--- config.mk ---
export PLATFORM = sky130hd
export DESIGN_NAME = muldiv32
export DESIGN_NICKNAME = d
export VERILOG_FILES = /design/src/rtl/muldiv32.sv
export SDC_FILE = /design/constraint.sdc
export NUM_CORES = 1
export LEC_CHECK = 0
export BUFFER_PORTS_ARGS = -buffer_cell sky130_fd_sc_hd__clkbuf_2
export CAP_MARGIN = 20
export CORE_MARGIN = 4
export CORE_UTILIZATION = 35
export CTS_BUF_LIST = sky130_fd_sc_hd__clkbuf_16
export CTS_CLUSTER_DIAMETER = 30
export CTS_CLUSTER_SIZE = 28
export DETAILED_ROUTE_END_ITERATION = 6
export PLACE_DENSITY = 0.53
export SYNTH_ARGS = -nofsm -noshare
export SYNTH_HDL_FRONTEND = slang
export SYNTH_SLANG_ARGS = --single-unit
--- constraint.sdc ---
create_clock -name clock -period 3.7 [get_ports clock]
set_input_delay 0.37 -clock clock [delete_from_list [all_inputs] [get_ports clock]]
set_output_delay 0.37 -clock clock [all_outputs]
set_load 0.03 [all_outputs]
--- src/rtl/muldiv32.sv ---
// muldiv32: HI/LO multiply/divide unit for a MIPS-style integer pipeline.
// Iterative radix-2 shift-add multiply and restoring divide, one bit per cycle,
// followed by a single sign-fixup cycle that commits HI/LO.
// Build option: define MULDIV_FAST_MUL_EN to compute mult/multu in one step
// (IDLE -> FIXUP) instead of iterating; divide is unaffected.
//
// state | meaning
// IDLE  | waiting for Start; mthi/mtlo write HI/LO directly
// RUN   | one product/quotient bit per cycle, counter 0..31
// FIXUP | apply result/remainder signs, write HI/LO, pulse Done
module muldiv32 (
  input  logic        clock,
  input  logic        reset_n,
  input  logic [31:0] Read_data_1,
  input  logic [31:0] Read_data_2,
  input  logic [5:0]  Function_opcode,
  input  logic        Start,
  output logic        Busy,
  output logic        Done,
  output logic [31:0] HI,
  output logic [31:0] LO,
  output logic [31:0] MF_Result
);

  localparam logic [1:0] IDLE  = 2'b00;
  localparam logic [1:0] RUN   = 2'b01;
  localparam logic [1:0] FIXUP = 2'b10;

  localparam logic [5:0] F_MFHI  = 6'h10;
  localparam logic [5:0] F_MTHI  = 6'h11;
  localparam logic [5:0] F_MFLO  = 6'h12;
  localparam logic [5:0] F_MTLO  = 6'h13;
  localparam logic [5:0] F_MULT  = 6'h18;
  localparam logic [5:0] F_MULTU = 6'h19;
  localparam logic [5:0] F_DIV   = 6'h1A;
  localparam logic [5:0] F_DIVU  = 6'h1B;

  logic [1:0]  state;
  logic [5:0]  cnt;
  logic [63:0] acc;       // multiply: {partial product, multiplier}; divide: {remainder, quotient}
  logic [31:0] b_mag;     // multiplicand or divisor magnitude
  logic        is_div;
  logic        neg_res;
  logic        neg_rem;

  logic        op_mul;
  logic        op_div;
  logic        op_signed;
  logic        rs_neg;
  logic        rt_neg;
  logic [31:0] rs_mag;
  logic [31:0] rt_mag;
  logic [32:0] mul_sum;
  logic [32:0] div_diff;
  logic [63:0] acc_step;
  logic [63:0] neg_acc;
  logic [31:0] fix_hi;
  logic [31:0] fix_lo;
`ifdef MULDIV_FAST_MUL_EN
  logic [63:0] rs_ext;
  logic [63:0] rt_ext;
  logic [63:0] fast_prod;
`endif

  // Decode the funct field and form operand magnitudes for a new operation
  always_comb begin
    op_mul    = (Function_opcode == F_MULT) || (Function_opcode == F_MULTU);
    op_div    = (Function_opcode == F_DIV)  || (Function_opcode == F_DIVU);
    op_signed = (Function_opcode == F_MULT) || (Function_opcode == F_DIV);
    rs_neg    = op_signed & Read_data_1[31];
    rt_neg    = op_signed & Read_data_2[31];
    rs_mag    = rs_neg ? (~Read_data_1 + 32'd1) : Read_data_1;
    rt_mag    = rt_neg ? (~Read_data_2 + 32'd1) : Read_data_2;
  end

`ifdef MULDIV_FAST_MUL_EN
  // Single-step product: sign-extend for mult, zero-extend for multu
  always_comb begin
    rs_ext    = {{32{rs_neg}}, Read_data_1};
    rt_ext    = {{32{rt_neg}}, Read_data_2};
    fast_prod = rs_ext * rt_ext;
  end
`endif

  // One iteration of shift-add multiply or restoring divide
  always_comb begin
    mul_sum  = {1'b0, acc[63:32]} + (acc[0] ? {1'b0, b_mag} : 33'd0);
    div_diff = acc[63:31] - {1'b0, b_mag};
    if (is_div) begin
      if (div_diff[32]) acc_step = {acc[62:0], 1'b0};
      else              acc_step = {div_diff[31:0], acc[30:0], 1'b1};
    end else begin
      acc_step = {mul_sum, acc[31:1]};
    end
  end

  // Sign fixup of the finished magnitude result
  always_comb begin
    neg_acc = ~acc + 64'd1;
    fix_hi  = acc[63:32];
    fix_lo  = acc[31:0];
    if (is_div) begin
      if (neg_res) fix_lo = ~acc[31:0] + 32'd1;
      if (neg_rem) fix_hi = ~acc[63:32] + 32'd1;
    end else if (neg_res) begin
      fix_hi = neg_acc[63:32];
      fix_lo = neg_acc[31:0];
    end
  end

  // mfhi/mflo read path, independent of Start
  always_comb begin
    MF_Result = 32'd0;
    if (Function_opcode == F_MFHI)      MF_Result = HI;
    else if (Function_opcode == F_MFLO) MF_Result = LO;
  end

  // Sequencer: accepts work in IDLE only, so Start while busy is dropped
  always_ff @(posedge clock or negedge reset_n) begin
    if (!reset_n) begin
      state   <= IDLE;
      cnt     <= 6'd0;
      acc     <= 64'd0;
      b_mag   <= 32'd0;
      is_div  <= 1'b0;
      neg_res <= 1'b0;
      neg_rem <= 1'b0;
      Busy    <= 1'b0;
      Done    <= 1'b0;
      HI      <= 32'd0;
      LO      <= 32'd0;
    end else begin
      Done <= 1'b0;
      case (state)
        IDLE: begin
          if (Start) begin
            if (Function_opcode == F_MTHI) HI <= Read_data_1;
            if (Function_opcode == F_MTLO) LO <= Read_data_1;
            if (op_mul || op_div) begin
              b_mag  <= rt_mag;
              is_div <= op_div;
              cnt    <= 6'd0;
              Busy   <= 1'b1;
              if (op_div && (Read_data_2 == 32'd0)) begin
                // divide by zero: fixed pattern, raw dividend to HI, no signs
                acc     <= {Read_data_1, 32'hFFFF_FFFF};
                neg_res <= 1'b0;
                neg_rem <= 1'b0;
                state   <= FIXUP;
              end
`ifdef MULDIV_FAST_MUL_EN
              else if (op_mul) begin
                acc     <= fast_prod;
                neg_res <= 1'b0;
                neg_rem <= 1'b0;
                state   <= FIXUP;
              end
`endif
              else begin
                acc     <= {32'd0, rs_mag};
                neg_res <= rs_neg ^ rt_neg;
                neg_rem <= rs_neg;
                state   <= RUN;
              end
            end
          end
        end
        RUN: begin
          acc <= acc_step;
          cnt <= cnt + 6'd1;
          if (cnt == 6'd31) state <= FIXUP;
        end
        FIXUP: begin
          HI    <= fix_hi;
          LO    <= fix_lo;
          Done  <= 1'b1;
          Busy  <= 1'b0;
          cnt   <= 6'd0;
          state <= IDLE;
        end
        default: begin
          state <= IDLE;
          Busy  <= 1'b0;
        end
      endcase
    end
  end

endmodule

== After elaboration in Yosys (flattened, before gate mapping) ==
Cells that the tools add are included.
Storage, ports and cells
  flip-flop bits (word level): 173
  input port bits: 73
  output and inout bits: 98
Cells by class
  add/sub/neg operators: 8
  eq/ne operators: 16
  mux-type cells: 37
  bitwise operators: 9
  reduce and logical (&&, ||, !) cells: 17
Operators with widths (count)
  32-bit two-way mux: 15
  64-bit two-way mux: 5
  32-bit by 1-bit adder with 32-bit output (second input constant): 4
  32-bit NOT: 4
  32-bit one-hot mux with 2 select lines: 2
  64-bit one-hot mux with 2 select lines: 1
  64-bit by 1-bit adder with 64-bit output (second input constant): 1
  64-bit NOT: 1
  6-bit by 5-bit == test with 1-bit output (second input constant): 9
  32-bit by 32-bit adder with 33-bit output: 1
  33-bit by 32-bit subtractor with 33-bit output: 1
  32-bit zero test: 1
  3-bit AND reduction: 7
  6-bit one-hot mux with 3 select lines: 1
  6-bit two-way mux: 2
  2-bit inequality test (second input constant): 5
  2-bit two-way mux: 4
  6-bit by 1-bit adder with 6-bit output (second input constant): 1
  1-bit two-way mux: 5
  1-bit logical OR: 4
  2-bit one-hot mux with 2 select lines: 1
  2-bit nonzero test: 2
  3-bit nonzero test: 1
  1-bit AND: 2
  7 further kinds: 7

== Depth between registers and ports, before layout ==
Gate-level depths: netlist (run 1).
  word-level depth: 8
  depth in mapped cells: 14
  gate-level depth less buffers: 12

== Least setup slack after synthesis (run 1) ==
Ideal clock, no wire load.
  path type: reg-to-reg
  start point: register acc[0]
  end point: register acc[56]
  library setup time: 0.120 ns
  data arrival time: 3.258 ns
  required time: 3.580 ns
  setup slack: 0.322 ns
  stages on the path, launching flop included: 15
  period minus slack after synthesis: 3.378 ns
  cells stage by stage: dfrtp_1 > inv_1 > clkbuf_1 > nor2_1 > ha_1 > buf_2 > nand4_1 > or4_1 > or4_1 > a31oi_1 > nor2b_1 > o31ai_1 > xnor2_1 > o211ai_1 > o211a_1
On the way
  word-level cells in the longest chain between the ends: 4
RTL lines
  start, declared: line 40  | logic [63:0] acc;
  start signal, assigned: line 146  | acc <= {Read_data_1, 32'hFFFF_FFFF};
  start signal, assigned: line 160  | acc <= {32'd0, rs_mag};
  start signal, assigned: line 169  | acc <= acc_step;
  32-bit two-way mux: line 87  | mul_sum = {1'b0, acc[63:32]} + (acc[0] ? {1'b0, b_mag} : 33'd0);
  32-bit by 32-bit adder with 33-bit output: line 87
  64-bit two-way mux: line 89  | if (is_div) begin
  64-bit one-hot mux with 2 select lines: line 134  | case (state)
Every way passes these cells.
A chain may end at the register's enable or synchronous reset.

== Worst setup path after layout (run 1) ==
  start point: register acc[31]
  end point: register acc[56]
On the way
  word-level cells in the longest chain between the ends: 4
RTL lines
  33-bit by 32-bit subtractor with 33-bit output: line 88  | div_diff = acc[63:31] - {1'b0, b_mag};
  64-bit two-way mux: line 90  | if (div_diff[32]) acc_step = {acc[62:0], 1'b0};
  64-bit two-way mux: line 89
  64-bit one-hot mux with 2 select lines: line 134
Every way passes these cells.

==> results of run 1 <==
## tightest hold or removal path: stages
cell      delay [ns]
clkbuf_2        0.09
xnor2_1         0.10
o21ai_0         0.06
## synth_stat cells, drive strengths merged (10+ instances only)
cell    number  area (sq um)
a211oi      33           248
a21oi      152           761
nor4        21           146
and3        12          75.1
o31ai       25           188
nand3       44           220
a31oi       14          87.6
o311ai      16           140
xnor2       77           674
a21o        58           435
nand2      261           980
nor3        30           166
buf         17          77.6
nand2b      20           133
ha          72           901
clkbuf      99           372
nor2b       26           163
inv         58           218
o21ai      222          1110
nor2       184           693
a221oi      19           166
dfrtp      173          4330
o41ai       12           120
nand4       14          87.6
o21bai      10          75.1
mux2i       72           721
or4         13           114
xor2        97           850
or3         22           144
## through the flow
stage / instance area (sq um) / hold WS [ns] / std cells / setup WS (ns) / util, %
6_report: 17900 / 0.200 / 2753 / 0.166 / 41.4
2_1_floorplan: 15400 / 0.0744 / 1990 / 0.322 / -
4_1_cts: 17900 / 0.0822 / 2751 / 0.142 / 41.3
3_5_place_dp: 17300 / 0.471 / 2719 / 0.175 / 40.0
3_3_place_gp: 17300 / 0.461 / 2719 / 0.199 / 40.0
5_1_grt: 17900 / 0.220 / 2753 / 0.0328 / 41.4
## repair_timing
item                       CTS  global route
hold endpoints to repair     0            48
hold buffers                 0             1
setup endpoints to repair    0            11
gates resized for setup      0             4
## cell families after synthesis
family          count (synthesis)  synth area share [%]
simple gates                  685                  20.9
compound gates                632                  25.6
buf+inv                       175                  4.36
xor+xnor                      174                  9.91
flops                         173                  28.1
mux                            77                  5.05
fa+ha+maj                      74                  6.12
## layer usage
metal / GRT usage, % / wire length [microns] / part of all wire [%] / vias up
met5: 0 / 0 / 0 / -
met4: 6.66 / 1320 / 2.3 / 0
met3: 3.19 / 3590 / 6.4 / 74
met2: 36.3 / 24400 / 43 / 570
met1: 34.7 / 27200 / 48 / 7321
li1: - / - / - / 7501
## power groups by stage
stage	Combinational [uW]	Sequential, uW	Clock [uW]
2_1_floorplan	4940	3810	0
3_3_place_gp	7980	3400	0
3_5_place_dp	7990	3440	0
4_1_cts	8030	3400	1800
5_1_grt	8910	3520	1860
6_report	8120	3400	1760
## registers in the layout (all words and copies together) (netlist names)
name / flops
is_div: 1
Busy: 1
HI: 32
neg_res: 1
Done: 1
acc: 64
LO: 32
neg_rem: 1
cnt: 6
b_mag: 32
state: 2
## worst max path at each step
stage,depth (start not counted),slack (ns),start,endpoint
floorplan,14,0.32,acc[0],acc[56]
global route,12,0.03,acc[50],acc[56]
global placement,12,0.20,acc[44],acc[56]
finish,14,0.17,acc[31],acc[56]
detailed placement,14,0.17,acc[31],acc[56]
CTS,14,0.14,acc[31],acc[56]
## final cells by class
cell class | instances | area (sq um)
Multi-Input combinational cell | 1642 | 10500
Fill cell | 4525 | 25300
Inverter | 59 | 221
Clock buffer | 17 | 425
Timing Repair Buffer | 262 | 1630
Clock inverter | 15 | 116
Sequential cell | 173 | 4330
Tap cell | 585 | 732
==> key figures, run 1 <==
Run status
  – Status: completed

Worst setup path
  – Worst EP arrival: 3.89 ns
  – CP top delay family: compound AO/OA/AOI/OAI gates
  – WP buf/inv: 3
  – Worst Setup Path Type: reg -> reg
  – Cell at the slowest stage of the critical path: dfrtp_1
  – Crit. End Element: flip-flop
  – Critical Path Max Stage Delay: 0.41 ns
  – R2R cell count: 14
  – Kind of start point of the critical path: flip-flop
  – Crit-path cells: inv_1 -> ha_1 -> fa_1 -> nand2b_1 -> a21o_1 -> a21oi_1 -> a21o_1 -> a21oi_2 -> xnor2_2 -> buf_4 -> buf_4 -> o2111ai_1 -> o211ai_1 -> o211a_1
  – R2R Setup Slk: 0.17 ns
  – Reg2reg start: acc[31]
  – Critical path peak fanout: 14
  – R2R Path End: acc[56]
  – Crit path required time: 4.06 ns

Power and ir drop
  – Sw power: 6780 uW
  – Power Density: 741 nW/um^2
  – Leakage: 0.00820 uW
  – Sw frac: roughly half
  – Peak supply drop: 0.315 mV
  – Combinational fraction of design power: between 60% and 70%
  – Sequential share of power: 25.6%
  – Internal: between 6000 and 7000 uW
  – Clock network power share: 13.2%
  – Total power: 13300 uW

Logic synthesis
  – Yosys cell types: between 70 and 80
  – Top FF cell, synth: dfrtp_1
  – Syn_area_per_cell: 7.73 sq um
  – Synth warn: 0
  – Mapped cell area: 15400 sq um
  – Post-synthesis instance total: 1990
  – Synthesized flop and latch total: about 170
  – Post-synthesis sequential area ratio: 28.1%
  – Post-synth ARST share: between 90% and 100%
  – Number of synthesized flops with an enable pin: 0
  – Net Count, Synth: 2137

STA
  – Clock skew: 0.00792 ns
  – Final hold vios: 0
  – Unrepaired setup endpoints after global routing: no
  – Period utilisation layout: 95.5%
  – Worst-Margin Slew: ~1.1 ns
  – Total negative slack: 0 ns
  – Max-slew violations: 0
  – Max Fclk: 0.283 GHz
  – # setup viols final: 0
  – Max-slew headroom: 27.9%
  – Crit path time final: between 3 and 4 ns

Finish
  – Final nets: 2302
  – Leading cell type in the layout, fill and taps excluded: nand2_1
  – Layout cells sized above 1: 15.5%
  – Synthesis-to-layout area growth: 16.5%
  – N_diodes: 0
  – Most frequent cells in the layout: nand2_1, o21ai_0, nor2_1

CTS
  – Clk sinks: 173
  – Clock Tree Buf Depth: 2
  – CTS tree: done
  – H-tree levels: 4
  – CTS buffer count: 17
  – Latest clock arrival within the worst-skew pair: between 0.4 and 0.5 ns
  – Reg clk slew, reported paths: 0.07 ns
  – Clk root buf: clkbuf_16
  – Post-CTS Setup Bufs: 0

GRT
  – Number of global-route vias before repair: 14900
  – Total track usage: between 20% and 30%
  – Total gr overflow: 0
  – Initial antenna violation count: 0
  – First-pass GRT wire length: 88.0 mm
  – Largest net degree at the start of global routing: 104

Floorplanning
  – Die Span X: between 200 and 250 microns
  – Core ar.: 43300 sq um
  – IO Pins: 171
  – Initial core utilization: 35.6%
  – Die Height: 218 microns
  – Die footprint: 47400 sq um
  – Row count: 76

Job
  – Max Cap Viol: 0

Placed design
  – Gp weighted congestion: 0.950
  – Port Buf Inserts: 170
  – Post-DP HPWL: ~45 mm

Worst hold path
  – Hold Path Depth: 3
  – Worst Hold Class: in -> reg
  – HP Start: Read_data_2[23]
  – WHS Endpoint: b_mag[23]

Route
  – Initial DRC count: 1182
  – Vias per inst: 5.62
  – Antenna Nets Post-Route: 0
  – Avg WL per Cell: 20.5 microns
  – Routed WL: approximately 56 mm
  – TritonRoute pass-1 iters: 5
  – Routed via count: 15500
  – DRC viols: 0
Power figures use the tool's default switching activity.
==> inputs of run 2 (changes only) <==
Settings changed: GPL_TIMING_DRIVEN set to 0.
==> run 2 against run 1 <==
Design area shrank 0.68%. Utilization fell by 0.28 points. Clock power is 3% higher. Die area did not move. Flip-flop and latch count unchanged.
==> key figures, run 2 (synthesized netlist as in run 1, its figures left out) <==
Floorplanning
  – Initial core utilization: 35.6%
  – Row count: between 70 and 80
  – IO Pins: 171
  – Die Span X: 218 microns
  – Die footprint: 47400 sq um
  – Die Height: 218 microns
  – Core ar.: 43300 sq um

Finish
  – Max reg flops: 64
  – Utilization after layout: 41.1%
  – Most frequent cells in the layout: nand2_1, o21ai_0, nor2_1
  – Final nets: 2333
  – Synthesis-to-layout area growth: 15.7%
  – N_diodes: 0
  – Leading cell type in the layout, fill and taps excluded: nand2_1
  – Design area: about 18000 sq um
  – Top reg by flops: acc
  – Layout cells sized above 1: around 13%

Route
  – Routed met3 length: around 3.9 mm
  – Antenna Nets Post-Route: 0
  – Routed via count: 15600
  – Avg WL per Cell: 22.1 microns
  – Initial DRC count: approximately 1300
  – Routed WL: 61.6 mm
  – Vias per inst: between 5 and 6
  – DR top layer: met4
  – Met2 Routed Length: 29.1 mm
  – DRC viols: 0
  – TritonRoute pass-1 iters: 6
  – M1 wire length: 26.6 mm

CTS
  – Latest clock arrival within the worst-skew pair: 0.47 ns
  – H-tree levels: 4
  – Clk sinks: 173
  – Clock Tree Buf Depth: 2
  – Clk root buf: clkbuf_16
  – Reg clk slew, reported paths: about 0.08 ns
  – CTS tree: done
  – CTS buffer count: 17

GRT
  – Initial antenna violation count: 0
  – Largest net degree at the start of global routing: approximately 100
  – Total gr overflow: 0
  – First-pass GRT wire length: 93.2 mm
  – Total track usage: 25.6%
  – Number of global-route vias before repair: 15500

Worst setup path
  – Critical Path Max Stage Delay: 0.44 ns
  – Crit-path cells: clkinvlp_4 -> ha_1 -> fa_1 -> nand2b_1 -> a21o_1 -> a2111o_1 -> a311oi_2 -> o31ai_2 -> a41oi_2 -> xor2_1 -> nor3_1 -> nor4_1
  – CP top delay family: compound AO/OA/AOI/OAI gates
  – Kind of start point of the critical path: flip-flop
  – Worst Setup Path Type: reg -> reg
  – Crit. End Element: flip-flop
  – Crit path required time: around 4.1 ns
  – WP buf/inv: 1
  – Critical path peak fanout: 4
  – Worst EP arrival: 3.93 ns
  – CP Launch Point: acc[31]
  – Cell at the slowest stage of the critical path: a2111o_1
  – Reg2reg start: acc[31]

Job
  – Max Cap Viol: 0

STA
  – Unrepaired setup endpoints after global routing: yes
  – Period utilisation layout: 96.7%
  – Worst-Margin Slew: 1.02 ns
  – Max Fclk: 0.279 GHz
  – Max-slew headroom: 32.3%
  – Final hold vios: 0
  – # setup viols final: 0
  – Total negative slack: 0 ns
  – Clock skew: approximately 0.014 ns
  – Crit path time final: 3.58 ns
  – Max-slew violations: 0

Power and ir drop
  – Peak supply drop: 0.287 mV
  – Power Density: 760 nW/um^2
  – Leakage: between 0.007 and 0.008 uW

Placed design
  – Port Buf Inserts: 167
  – Post-DP HPWL: 49.8 mm
  – Placed cell areas: between 15000 and 20000 sq um
  – Gp weighted congestion: 0.986

Run status
  – Status: completed

Worst hold path
  – HP Start: Read_data_2[1]
  – Worst Hold Class: in -> reg
[run 2: cell count changes in the layout (fill, tap and decap cells not counted), moves of 5 or more]
cell,delta
buf_4,-76
buf_2,+8
buf_12,-5
clkbuf_1,+92
buf_1,+8
[run 2: final cells by class]
cell class | count | area, sq um
plain buffers | 116 | 483
clock buffers | 17 | 425
clock inverters | 15 | 140
fillers | 4573 | 25500
inverters | 59 | 225
multi-input cells | 1642 | 10500
flip-flops and latches | 173 | 4330
well taps | 585 | 732
repair buffers | 177 | 940
[run 2: metrics by stage]
| stage | worst slack (ns) | power [uW] | hold WS, ns | std cells |
|---|---|---|---|---|
| floorplan | 0.322 | 8750 | 0.0744 | 1990 |
| global placement | -1.14 | 11300 | 0.464 | 2742 |
| detailed placement | -0.950 | 11400 | 0.411 | 2743 |
| CTS | 0.00396 | 13400 | 0.171 | 2781 |
| global route | -0.0151 | 14500 | 0.211 | 2784 |
| finish | 0.122 | 13500 | 0.183 | 2784 |
[run 2: path summary, 6_finish.rpt]
kind / to / slack, ns / cells after the start
hold / removal: b_mag[1] / 0.18 / 3
max in group asynchronous: neg_rem / 2.28 / 3
hold reg to reg: b_mag[21] / 0.48 / 2
min in group asynchronous: HI[7] / 0.46 / 2
setup reg to reg: acc[62] / 0.12 / 12
setup / recovery: acc[62] / 0.12 / 12
[run 2: what timing repair did]
action	CTS	global route
setup buffers	5	2
hold endpoints to repair	70	0
endpoints found under the setup margin	41	37
pin swaps	2	4
gates resized for setup	30	21
hold buffers	1	0
[run 2: power breakdown]
part,internal [uW],switching (uW)
Combinational,2880,5380
Sequential,2610,841
Clock,935,881
Total,6420,7100
[run 2: worst reg2reg max path: stages, from the launching register on]
cell and delay, ns:
dfrtp_2 0.42, clkinvlp_4 0.15, ha_1 0.27, fa_1 0.42
nand2b_1 0.20, a21o_1 0.23, a2111o_1 0.44, a311oi_2 0.39
o31ai_2 0.16, a41oi_2 0.21, xor2_1 0.23, nor3_1 0.07
nor4_1 0.27
[run 2: per-layer routing]
| metal | vias up | track usage (%) |
|---|---|---|
| met5 | - | 0 |
| met4 | 0 | 9.05 |
| met3 | 104 | 3.98 |
| met2 | 579 | 43.6 |
| met1 | 7369 | 32.8 |
| li1 | 7577 | - |
